File: src/rtl/uc_pkg.sv
// Shared definitions for the control unit: opcodes, step encodings and default widths.
package uc_pkg;

   localparam int unsigned DEF_DATA_W  = 9;
   localparam int unsigned DEF_REG_SEL = 3;
   localparam int unsigned OPC_W       = 3;

   localparam logic [OPC_W-1:0] OP_MV  = 3'b000;
   localparam logic [OPC_W-1:0] OP_MVI = 3'b001;
   localparam logic [OPC_W-1:0] OP_ADD = 3'b010;
   localparam logic [OPC_W-1:0] OP_SUB = 3'b011;

   typedef enum logic [1:0] {
      T0 = 2'd0,
      T1 = 2'd1,
      T2 = 2'd2,
      T3 = 2'd3
   } step_e;

endpackage

File: src/rtl/unidade_controle_dec3to8.sv
// Register-select decoder: binary select to one-hot, all zeros when disabled.
module dec3to8 #(
   parameter int unsigned SelW = 3
) (
   input  logic [SelW-1:0]     sel_i,
   input  logic                en_i,
   output logic [2**SelW-1:0]  onehot_o
);

   always_comb begin
      onehot_o = '0;
      if (en_i) begin
         onehot_o[sel_i] = 1'b1;
      end
   end

endmodule

File: src/rtl/unidade_controle.sv
// Control unit of the simple processor: step counter, IR and opcode/step decode.
// Optional macro UC_ILLEGAL_TRAP_EN: opcode 1xx freezes the unit in T1 and sets a sticky Illegal.
module unidade_controle
   import uc_pkg::*;
#(
   parameter int unsigned DATA_W  = DEF_DATA_W,
   parameter int unsigned REG_SEL = DEF_REG_SEL
) (
   input  logic                    Clock,
   input  logic                    Resetn,
   input  logic                    Run,
   input  logic [DATA_W-1:0]       DIN,
   output logic                    IRin,
   output logic [2**REG_SEL-1:0]   Rin,
   output logic [2**REG_SEL-1:0]   Rout,
   output logic                    Ain,
   output logic                    Gin,
   output logic                    Gout,
   output logic                    DINout,
   output logic                    AddSub,
   output logic                    Done,
   output logic                    Illegal
);

   step_e               step_q, step_d;
   logic [DATA_W-1:0]   ir_q, ir_d;

   logic [OPC_W-1:0]    opcode;
   logic [REG_SEL-1:0]  rx, ry, rout_sel;
   logic                rin_en, rout_en, rout_rx;

   assign opcode = ir_q[DATA_W-1 -: OPC_W];
   assign rx     = ir_q[2*REG_SEL-1 -: REG_SEL];
   assign ry     = ir_q[REG_SEL-1:0];

`ifdef UC_ILLEGAL_TRAP_EN
   logic illegal_q, illegal_d;
   assign Illegal = illegal_q;
`else
   assign Illegal = 1'b0;
`endif

   always_comb begin
      step_d  = step_q;
      ir_d    = ir_q;
      IRin    = 1'b0;
      Ain     = 1'b0;
      Gin     = 1'b0;
      Gout    = 1'b0;
      DINout  = 1'b0;
      AddSub  = 1'b0;
      Done    = 1'b0;
      rin_en  = 1'b0;
      rout_en = 1'b0;
      rout_rx = 1'b0;
`ifdef UC_ILLEGAL_TRAP_EN
      illegal_d = illegal_q;
`endif

      unique case (step_q)
         T0: begin
            // Gated by Resetn so a held Run cannot leak IRin during reset.
            if (Run && Resetn) begin
               IRin   = 1'b1;
               ir_d   = DIN;
               step_d = T1;
            end
         end
         T1: begin
            case (opcode)
               OP_MV: begin
                  rout_en = 1'b1;
                  rin_en  = 1'b1;
                  Done    = 1'b1;
               end
               OP_MVI: begin
                  DINout = 1'b1;
                  rin_en = 1'b1;
                  Done   = 1'b1;
               end
               OP_ADD, OP_SUB: begin
                  rout_en = 1'b1;
                  rout_rx = 1'b1;
                  Ain     = 1'b1;
                  step_d  = T2;
               end
               default: begin
`ifdef UC_ILLEGAL_TRAP_EN
                  illegal_d = 1'b1;
`else
                  Done = 1'b1;
`endif
               end
            endcase
         end
         T2: begin
            if (opcode == OP_ADD || opcode == OP_SUB) begin
               rout_en = 1'b1;
               Gin     = 1'b1;
               AddSub  = opcode[0];
               step_d  = T3;
            end else begin
               step_d = T0;
            end
         end
         T3: begin
            if (opcode == OP_ADD || opcode == OP_SUB) begin
               Gout   = 1'b1;
               rin_en = 1'b1;
               Done   = 1'b1;
            end else begin
               step_d = T0;
            end
         end
         default: step_d = T0;
      endcase

      if (Done) begin
         step_d = T0;
      end
   end

   assign rout_sel = rout_rx ? rx : ry;

   dec3to8 #(
      .SelW (REG_SEL)
   ) u_dec_rx (
      .sel_i    (rx),
      .en_i     (rin_en),
      .onehot_o (Rin)
   );

   dec3to8 #(
      .SelW (REG_SEL)
   ) u_dec_ry (
      .sel_i    (rout_sel),
      .en_i     (rout_en),
      .onehot_o (Rout)
   );

   always_ff @(posedge Clock or negedge Resetn) begin
      if (!Resetn) begin
         step_q <= T0;
         ir_q   <= '0;
      end else begin
         step_q <= step_d;
         ir_q   <= ir_d;
      end
   end

`ifdef UC_ILLEGAL_TRAP_EN
   always_ff @(posedge Clock or negedge Resetn) begin
      if (!Resetn) begin
         illegal_q <= 1'b0;
      end else begin
         illegal_q <= illegal_d;
      end
   end
`endif

endmodule

File: config.mk
export PLATFORM = sky130hd
export DESIGN_NAME = unidade_controle
export DESIGN_NICKNAME = d
export VERILOG_FILES = /design/src/rtl/uc_pkg.sv /design/src/rtl/unidade_controle_dec3to8.sv /design/src/rtl/unidade_controle.sv
export SDC_FILE = /design/constraint.sdc
export NUM_CORES = 1
export LEC_CHECK = 0
export ABC_AREA = 1
export ABC_CLOCK_PERIOD_IN_PS = 2050
export BUFFER_PORTS_ARGS = -buffer_cell sky130_fd_sc_hd__buf_2
export CORE_MARGIN = 2
export CORE_UTILIZATION = 46
export CTS_CLUSTER_DIAMETER = 80
export DETAILED_ROUTE_END_ITERATION = 8
export PLACE_DENSITY_LB_ADDON = 0.05
export SLEW_MARGIN = 10
export SYNTH_ARGS = -nofsm -noshare
export SYNTH_HDL_FRONTEND = slang
export SYNTH_SLANG_ARGS = --single-unit
File: constraint.sdc
create_clock -name Clock -period 2.05 [get_ports Clock]
set_input_delay 0.41 -clock Clock [delete_from_list [all_inputs] [get_ports Clock]]
set_output_delay 0.41 -clock Clock [all_outputs]
set_load 0.02 [all_outputs]
==> impl_metrics.tcl, run 1 <==
set metrics [dict create \
    outcome "complete, but fails checks" \
    violations "setup timing" \
    synth_area_um2 840 \
    core_area_um2 1730 \
    finalCritPeriodShare 1.03 \
    arrival_ps 1700 \
    clk_latency_ps 260 \
    cts_tree "done" \
    antennaDiodeCount 0 \
    grt_pass1_wl_um 3160 \
    ys_async_sr_fraction 1.00 \
    ys_seq_area_frac 0.328 \
    clockBufferDepth 2 \
    yosysMostFrequentCell "nand2_1" \
    synth_cells 132 \
    grt_overflow 0 \
    rsz0062_at_grt "yes" \
    critPathRequiredTime_ps 1640 \
    port_buffers 34 \
    hp-class "in2async" \
    start_util 0.486 \
    drt-pass1-iter-count 5 \
    skew_ps 4.00 \
    yosysUniqueCellTypes 16 \
    viasPerCell 4.91 \
    yosys_warnings 0 \
    fin_setup_tns_ps -237 \
    endpoint_kind "output pin" \
    drive_above_1_share 0.438 \
    die_width_um 46.7 \
    path_max_fanout 6 \
    antenna_left 0 \
    cts_buffers 3 \
    syn_nets 149 \
    htreeDepth 1 \
    place_hpwl_um 1560 \
    wl_per_cell_um 12.8 \
    synthTopCellsByCount "42 x nand2_1, 21 x nor2_1, 14 x inv_1" \
    yosysTopAreaCell "dfrtp_1" \
    timing.fmax_ghz 0.474 \
    synth_top_area_share 0.328 \
    via_count 987 \
    ys_top_cells_by_area "dfrtp_1 33%, nand2_1 19%, nor2_1 9.4%, ha_1 7.5%, nand3_1 6.6%" \
    multi_input_area_um2 603 \
    finalSetupViolations 11 \
    antenna_found_initial 0 \
    power_density_nw_per_um2 1420 \
    startpoint_type "flip-flop" \
    hold_viol 0 \
    finalWirelength_um 2570 \
    drc 0 \
    dieArea_um2 2180 \
    pre_cts_ws_ps 42.2 \
    drt_iter0_markers 32 \
    worst-setup-path-type "reg2out" \
    grtUsageTotal 0.202 \
    cts_root_buffer "clkbuf_4" \
    power_leakage_uw 0.000699 \
    synth_edf_count 0 \
    path_clk_slew_ps 70 \
    synth-main-ff-cell "dfrtp_1" \
    slew_violations 0 \
    cts.hold.buffers_added 0 \
    pin_count 36 \
    clock_sinks 11 \
    globalplace.congestion 0.796 \
    placementRows 15 \
    postSynthAreaPerCell_um2 6.36 \
    fin_area_um2 1300 \
    grt_max_degree 19 \
    die_h_um 46.7 \
    setup_slack_ps -58.2 \
    min_period_ps 2110 \
    first_global_vias 754 \
    ir_drop_v 0.000820 \
    cap_violations 0 \
    area_growth_pct 54.4 \
    yosys_register_bits 11 \
    fin_util 0.751 \
    fill_cells 143 \
    fin_nets 194 \
    postPlaceCellArea_um2 1040 \
    regArea_um2 278 \
    rrSetupSlack_ps 610 \
]
[final timing paths]
kind,depth (start not counted),end,start
min,1,ir_q[6],Resetn
max,8,Rout[5],step_q[1]
min reg2reg,2,ir_q[0],ir_q[0]
max in group asynchronous,1,ir_q[7],Resetn
min in group Clock,3,ir_q[8],DIN[8]
max reg2reg,9,step_q[0],step_q[1]
[through the flow]
step	std cells	total power (µW)	hold WS, ps
6_report	201	1850	10.9
5_1_grt	201	1980	17.9
4_1_cts	196	1520	11.5
3_5_place_dp	190	1280	297
3_3_place_gp	190	1270	297
2_1_floorplan	132	1060	114
[report_power, final]
| group | switching, µW | total (µW) | internal, µW |
|---|---|---|---|
| Sequential | 135 | 459 | 324 |
| Combinational | 782 | 1250 | 464 |
| Clock | 66.4 | 142 | 75.1 |
[cells in the final DEF (no fill, tap or decap), drive strengths merged]
cell type,n
nand2,47
buf,43
nor2,22
inv,18
nand3,12
dfrtp,11
o21ai,10
ha,5
clkbuf,4
nand4,3
conb,1
[layout make-up]
class                   count  area share
clock buffers               4      0.0203
repair buffers             43       0.224
flip-flops and latches     11       0.214
inverters                  18      0.0521
well taps                  25      0.0241
multi-input cells         100       0.465
[logic make-up (layout without fill, tap and decap cells)]
group | after synthesis | count (layout) | synth area share
simple gates | 84 | 84 | 0.432
fa+ha+maj | 5 | 5 | 0.0745
flops | 11 | 11 | 0.328
compound gates | 10 | 10 | 0.0596
other cells | 1 | 1 | 0.00447
buf+inv | 21 | 65 | 0.101
[what timing repair did]
item / in CTS / in global routing
pin swaps: 1 / 8
gates resized for setup: 15 / 30
buffers inserted: 2 / 5
endpoints found under the setup margin: 16 / 16
cloned: 0 / 0
[layer usage]
| metal | wire length, µm | track usage |
|---|---|---|
| met5 | 0 | 0 |
| met4 | 26 | 0.117 |
| met3 | 127 | 0.0118 |
| met2 | 1320 | 0.303 |
| met1 | 1090 | 0.287 |
[flip-flops by register name (all words and copies together), names as in the netlist]
signal,flops
step_q,2
ir_q,9
[critical path, cell delays in order, from the launching register on]
cell and delay [ps]:
dfrtp_1 410, inv_2 140, ha_4 200, buf_4 130
nand3_1 100, nand2_2 110, nand2_1 80, nor2_1 120
buf_4 150
Power figures use the tool's default switching activity.
==> inputs of run 2 (changes only) <==
- CORE_UTILIZATION: 46 -> 45
- SYNTH_HIERARCHICAL: not set -> 1
==> impl_metrics.tcl, run 2 <==
set metrics [dict create \
    outcome "complete, but fails checks" \
    violations "setup timing" \
    min_period_ps 2130 \
    ir_drop_v 0.000757 \
    cts.hold.buffers_added 0 \
    fin_nets 180 \
    place_hpwl_um 1330 \
    grt_overflow 0 \
    synth_edf_count 0 \
    timing.fmax_ghz 0.468 \
    rrSetupSlack_ps 610 \
    die_width_um 45.3 \
    path_clk_slew_ps 60 \
    synthTopCellsByCount "53 x nand2_1, 19 x nor2_1, 16 x inv_1" \
    setup_slack_ps -84.7 \
    cp-startpoint "step_q[1]" \
    cap_violations 0 \
    power_leakage_uw 0.000655 \
    dieArea_um2 2050 \
    via_count 858 \
    regMostFlops "ir_q" \
    finalSetupViolations 16 \
    path_depth 9 \
    area_growth_pct 50.2 \
    final-instance-count-excl-fill 179 \
    antenna_found_initial 0 \
    path_max_fanout 4 \
    cts_buffers 3 \
    htreeDepth 1 \
    cts_tree "done" \
    antennaDiodeCount 0 \
    viasPerCell 4.79 \
    drc 0 \
    ys_top_cells_by_area "dfrtp_1 36%, nand2_1 26%, nor2_1 9.3%, inv_1 7.8%, ha_1 6.5%" \
    finalPower_uw 1450 \
    hp-class "in2async" \
    worst-setup-path-type "reg2out" \
    start_util 0.493 \
    synth_top_area_share 0.358 \
    crit_end "Rout[2]" \
    slew_violations 0 \
    globalplace.congestion 0.721 \
    drt_iter0_markers 20 \
    grt_max_degree 14 \
    yosysTopAreaCell "dfrtp_1" \
    drt-pass1-iter-count 4 \
    path_common_cell "inv_2" \
    finalCritPeriodShare 1.04 \
    first_global_vias 721 \
    port_buffers 34 \
    placementRows 14 \
    synth_area_um2 768 \
    postSynthAreaPerCell_um2 6.30 \
    ys_async_sr_fraction 1.00 \
    yosys_register_bits 11 \
    synth-main-ff-cell "dfrtp_1" \
    arrival_ps 1720 \
    critPathRequiredTime_ps 1640 \
    grt_pass1_wl_um 3090 \
    top_regs "ir_q x9, step_q x2" \
    slowest_delay_ps 390 \
    mostFrequentLayoutCells "37 x nand2_1, 20 x buf_2, 16 x buf_4, 14 x nand2_2, 12 x nor2_1" \
    yosys_warnings 6 \
    cts_root_buffer "clkbuf_4" \
    path_cells "inv_2, ha_4, inv_2, nor2_4, nand2_1, a21boi_2, nand2_2, nor2_1, buf_4" \
    clk_latency_ps 260 \
    cp_num_buf_inv 3 \
    grtUsageTotal 0.212 \
    synth_cells 122 \
    mostFrequentLayoutCell "nand2_1" \
    die_h_um 45.3 \
    wl_per_cell_um 10.4 \
    r2r-end "step_q[0]" \
    largest_register_ffs 9 \
    finalWirelength_um 1870 \
    numPlacedInstances 173 \
    core_area_um2 1560 \
    ys_seq_area_frac 0.358 \
    yosysMostFrequentCell "nand2_1" \
    endpoint_kind "output pin" \
    syn_nets 138 \
    skew_ps 0.539 \
    yosysUniqueCellTypes 18 \
    r2r_start "step_q[1]" \
    antenna_left 0 \
    power_density_nw_per_um2 1260 \
    slowest_stage "dfrtp_1" \
    clockBufferDepth 2 \
    pin_count 36 \
    cp_top_family "simple AND/OR/NAND/NOR gates" \
    worst-r2r-cell-count 7 \
    hold_viol 0 \
    clock_sinks 11 \
    startpoint_type "flip-flop" \
    drive_above_1_share 0.491 \
    rsz0062_at_grt "yes" \
]
-- run 2: changes by cell type in the layout (fill, tap and decap cells not counted), moves of 2 or more --
cell | before | now
nor2_1 | 19 | 12
nand2_2 | 9 | 14
nor2_2 | 2 | 7
o21ai_1 | 6 | 1
inv_4 | 0 | 2
buf_4 | 19 | 16
nand3_1 | 8 | 2
nand3_4 | 4 | 0
ha_4 | 3 | 1
-- run 2: metrics by stage --
stage	cell area [µm²]	setup slack, ps	setup TNS [ps]	hold WS (ps)	util
after detailed placement	962	74.6	0	302	0.617
final	1150	-84.7	-737	10.7	0.740
after CTS	1090	-36.5	-271	9.67	0.697
after global routing	1150	-149	-2130	24.9	0.740
after global placement	962	111	0	301	0.617
after floorplan	768	36.6	0	114	-
-- run 2: where the power goes --
part           internal (µW)  total [µW]  switching, µW
Clock                   75.3         144           68.5
Combinational            319         878            559
Sequential               319         432            113
-- run 2: cell type report --
cell class                 instances  area, µm²
multi-input combinational         91        504
fill                             122        405
timing repair buffer              39        254
inverter                          18       72.6
tap                               16       20.0
sequential                        11        277
clock buffer                       4       26.3
-- run 2: logic make-up after synthesis --
family / after synthesis / share of synthesized area
adder cells (fa/ha/maj): 4 / 0.0651
buffers and inverters: 20 / 0.112
flip-flops: 11 / 0.358
AO/OA/AOI/OAI: 7 / 0.0489
other: 1 / 0.00488
AND/OR/NAND/NOR: 79 / 0.410
-- run 2: what timing repair did --
item / 4_1_cts / 5_1_grt
setup endpoints to repair: 16 / 16
setup buffers: 2 / 0
resized for setup: 36 / 23
endpoints found under the hold margin: 0 / 0
pin swaps: 16 / 6
-- run 2: routing by layer --
metal | GRT usage | vias to the layer above | share of wire
li1 | - | 446 | -
met2 | 0.360 | 41 | 0.49
met1 | 0.273 | 369 | 0.44
met3 | 0.0160 | 2 | 0.056
met4 | 0.100 | 0 | 0.011
met5 | 0 | - | 0
-- run 2: worst min path at each step --
stage	startpoint	end	cells past startpoint
after floorplan	Resetn	ir_q[0]	0
after global placement	Resetn	ir_q[6]	1
after detailed placement	Resetn	ir_q[6]	1
after CTS	Resetn	ir_q[6]	1
after global routing	Resetn	ir_q[6]	1
final	Resetn	ir_q[6]	1
==> inputs of run 3 (changes only) <==
- ABC_AREA: 1 -> not set
- CORE_UTILIZATION: 45 -> 46
- SKIP_CTS_REPAIR_TIMING: not set -> 1
==> impl_metrics.tcl, run 3 <==
set metrics [dict create \
    finalPower_uw 1510 \
    numPlacedInstances 133 \
    synth.mux.area_fraction 0.203 \
    viasPerCell 5.05 \
    synth_edf_count 0 \
    synth_compound_area_frac 0.0488 \
    clkPwrFrac 0.094 \
    r2r-end "ir_q[4]" \
    path_max_fanout 8 \
    port_buffers 34 \
    timing.fmax_ghz 0.458 \
    ys_seq_area_frac 0.325 \
    cap_violations 0 \
    pre_cts_ws_ps 7.09 \
    htreeDepth 1 \
    yosys_warnings 6 \
    grt_pass1_wl_um 2540 \
    finalSetupViolations 16 \
    finalCritPeriodShare 1.07 \
    synth-main-ff-cell "dfrtp_1" \
    top_regs "ir_q x9, step_q x2" \
    pin_count 36 \
    via_count 702 \
    arrival_ps 1770 \
    drive_above_1_share 0.737 \
    min_period_ps 2180 \
    first_global_vias 558 \
    cts_tree "done" \
    ir_drop_v 0.000853 \
    fin_nets 131 \
    synth_fa_ha_area_frac 0.0592 \
    postPlaceCellArea_um2 1090 \
    rsz0062_at_grt "yes" \
    synth_top_area_share 0.325 \
    grt_max_degree 15 \
    synth_cells 69 \
    dieArea_um2 2200 \
    synth-xor-area-share 0 \
    yosysMostFrequentCell "dfrtp_1" \
    core_area_um2 1730 \
    skew_ps 5.04 \
    hold_viol 0 \
    cts_buffers 3 \
    critPathRequiredTime_ps 1640 \
    syn_nets 85 \
    finalWirelength_um 1820 \
    postSynthAreaPerCell_um2 12.3 \
    combPwrFrac 0.600 \
    synth_area_um2 846 \
    mostFrequentLayoutCells "24 x buf_2, 14 x buf_4, 10 x dfrtp_1, 9 x mux2_2, 5 x and4b_2" \
    cts_root_buffer "clkbuf_4" \
    fin_setup_tns_ps -1110 \
    fin_area_um2 1220 \
    clk_latency_ps 260 \
    yosysTopAreaCell "dfrtp_1" \
    synthTopCellsByCount "11 x dfrtp_1, 9 x mux2_2, 5 x and4b_2" \
    yosysUniqueCellTypes 29 \
    slew_violations 0 \
    synth_top_family_by_area "simple AND/OR/NAND/NOR gates" \
    drt-pass1-iter-count 4 \
    path_clk_slew_ps 70 \
    seq_power_share 0.306 \
    clock_sinks 11 \
    die_width_um 46.9 \
    setup_slack_ps -135 \
    grtUsageTotal 0.167 \
    ys_top_cells_by_area "dfrtp_1 33%, mux2_2 12%, mux2_4 7.1%, and4b_2 6.7%, and4bb_2 5.9%" \
    worst-setup-path-type "reg2out" \
    die_h_um 46.9 \
    drc 0 \
    final-instance-count-excl-fill 139 \
    ys_async_sr_fraction 1.00 \
    switching_power_uw 623 \
    place_hpwl_um 1330 \
    mostFrequentLayoutCell "buf_2" \
    largest_register_ffs 9 \
    clockBufferDepth 2 \
    start_util 0.490 \
    internal-power_uw 883 \
    antenna_left 0 \
    r2r_start "step_q[0]" \
    area_growth_pct 44.4 \
    wl_per_cell_um 13.1 \
    switching_share 0.414 \
    power_density_nw_per_um2 1230 \
    yosys_register_bits 11 \
    startpoint_type "flip-flop" \
    outcome "complete, but fails checks" \
    synth-simple-area-share 0.333 \
    violations "setup timing" \
    regMostFlops "ir_q" \
    antenna_found_initial 0 \
    hp-class "in2async" \
    placementRows 15 \
    grt_overflow 0 \
    endpoint_kind "output pin" \
    antennaDiodeCount 0 \
    drt_iter0_markers 11 \
    worst-r2r-cell-count 5 \
    power_leakage_uw 0.000632 \
    rrSetupSlack_ps 590 \
    globalplace.congestion 0.770 \
]
## run 3: cell types whose count changed after synthesis, sizes merged, moves of 2 or more
cell    delta
nand2     -53
nor2      -18
inv       -14
mux2      +13
and4b      +6
and4bb     +6
o21ai      -4
and2       +2
and4       +2
nand4      -2
nor3b      +2
nor4b      +2
## run 3: layout make-up
class | instances | area [µm²]
Timing Repair Buffer | 42 | 270
Clock buffer | 4 | 26.3
Inverter | 4 | 15.0
Tap cell | 25 | 31.3
Multi-Input combinational cell | 53 | 602
Fill cell | 137 | 505
Sequential cell | 11 | 277
## run 3: stage by stage
stage / hold WS [ps] / utilization
6_report: 19.3 / 0.707
4_1_cts: 23.9 / 0.649
2_1_floorplan: 114 / -
3_3_place_gp: 307 / 0.633
5_1_grt: 32.0 / 0.707
3_5_place_dp: 310 / 0.633
## run 3: kinds of logic (layout without fill, tap and decap cells)
| logic type | Yosys count | in the layout |
|---|---|---|
| AOI/OAI and AO/OA | 6 | 6 |
| buffers and inverters | 5 | 50 |
| other | 1 | 1 |
| and+or+nand+nor | 28 | 28 |
| adders and majority gates | 4 | 4 |
| muxes | 14 | 14 |
| DFF | 11 | 11 |
## run 3: metal layers
metal,vias up,GRT usage,wire [µm]
li1,354,-,-
met1,323,0.233,831
met2,21,0.247,878
met3,4,0.0346,79
met4,0,0.0833,29
met5,-,0,0
## run 3: how the worst max path moves through the flow
stage | from | end | cells past startpoint | slack [ps]
CTS | step_q[1] | Rout[0] | 6 | -280
global route | step_q[1] | Rout[0] | 6 | -220
finish | step_q[1] | Rout[0] | 6 | -130
floorplan | step_q[1] | Rout[0] | 5 | 20
global placement | step_q[1] | Rout[0] | 6 | 60
detailed placement | step_q[1] | Rout[0] | 6 | 7
## run 3: power groups by stage
stage	Combinational (µW)	Sequential (µW)	Clock, µW
6_report	904	461	141
5_1_grt	971	485	158
4_1_cts	799	448	147
3_5_place_dp	796	453	0
3_3_place_gp	773	448	0
2_1_floorplan	577	430	0
## run 3: critical path, cell delays in order, from the launching register on
cell and delay [ps]:
dfrtp_1 390, inv_2 90, ha_4 170, nand2_4 70, mux2_4 340, nor4b_4 260, buf_4 170
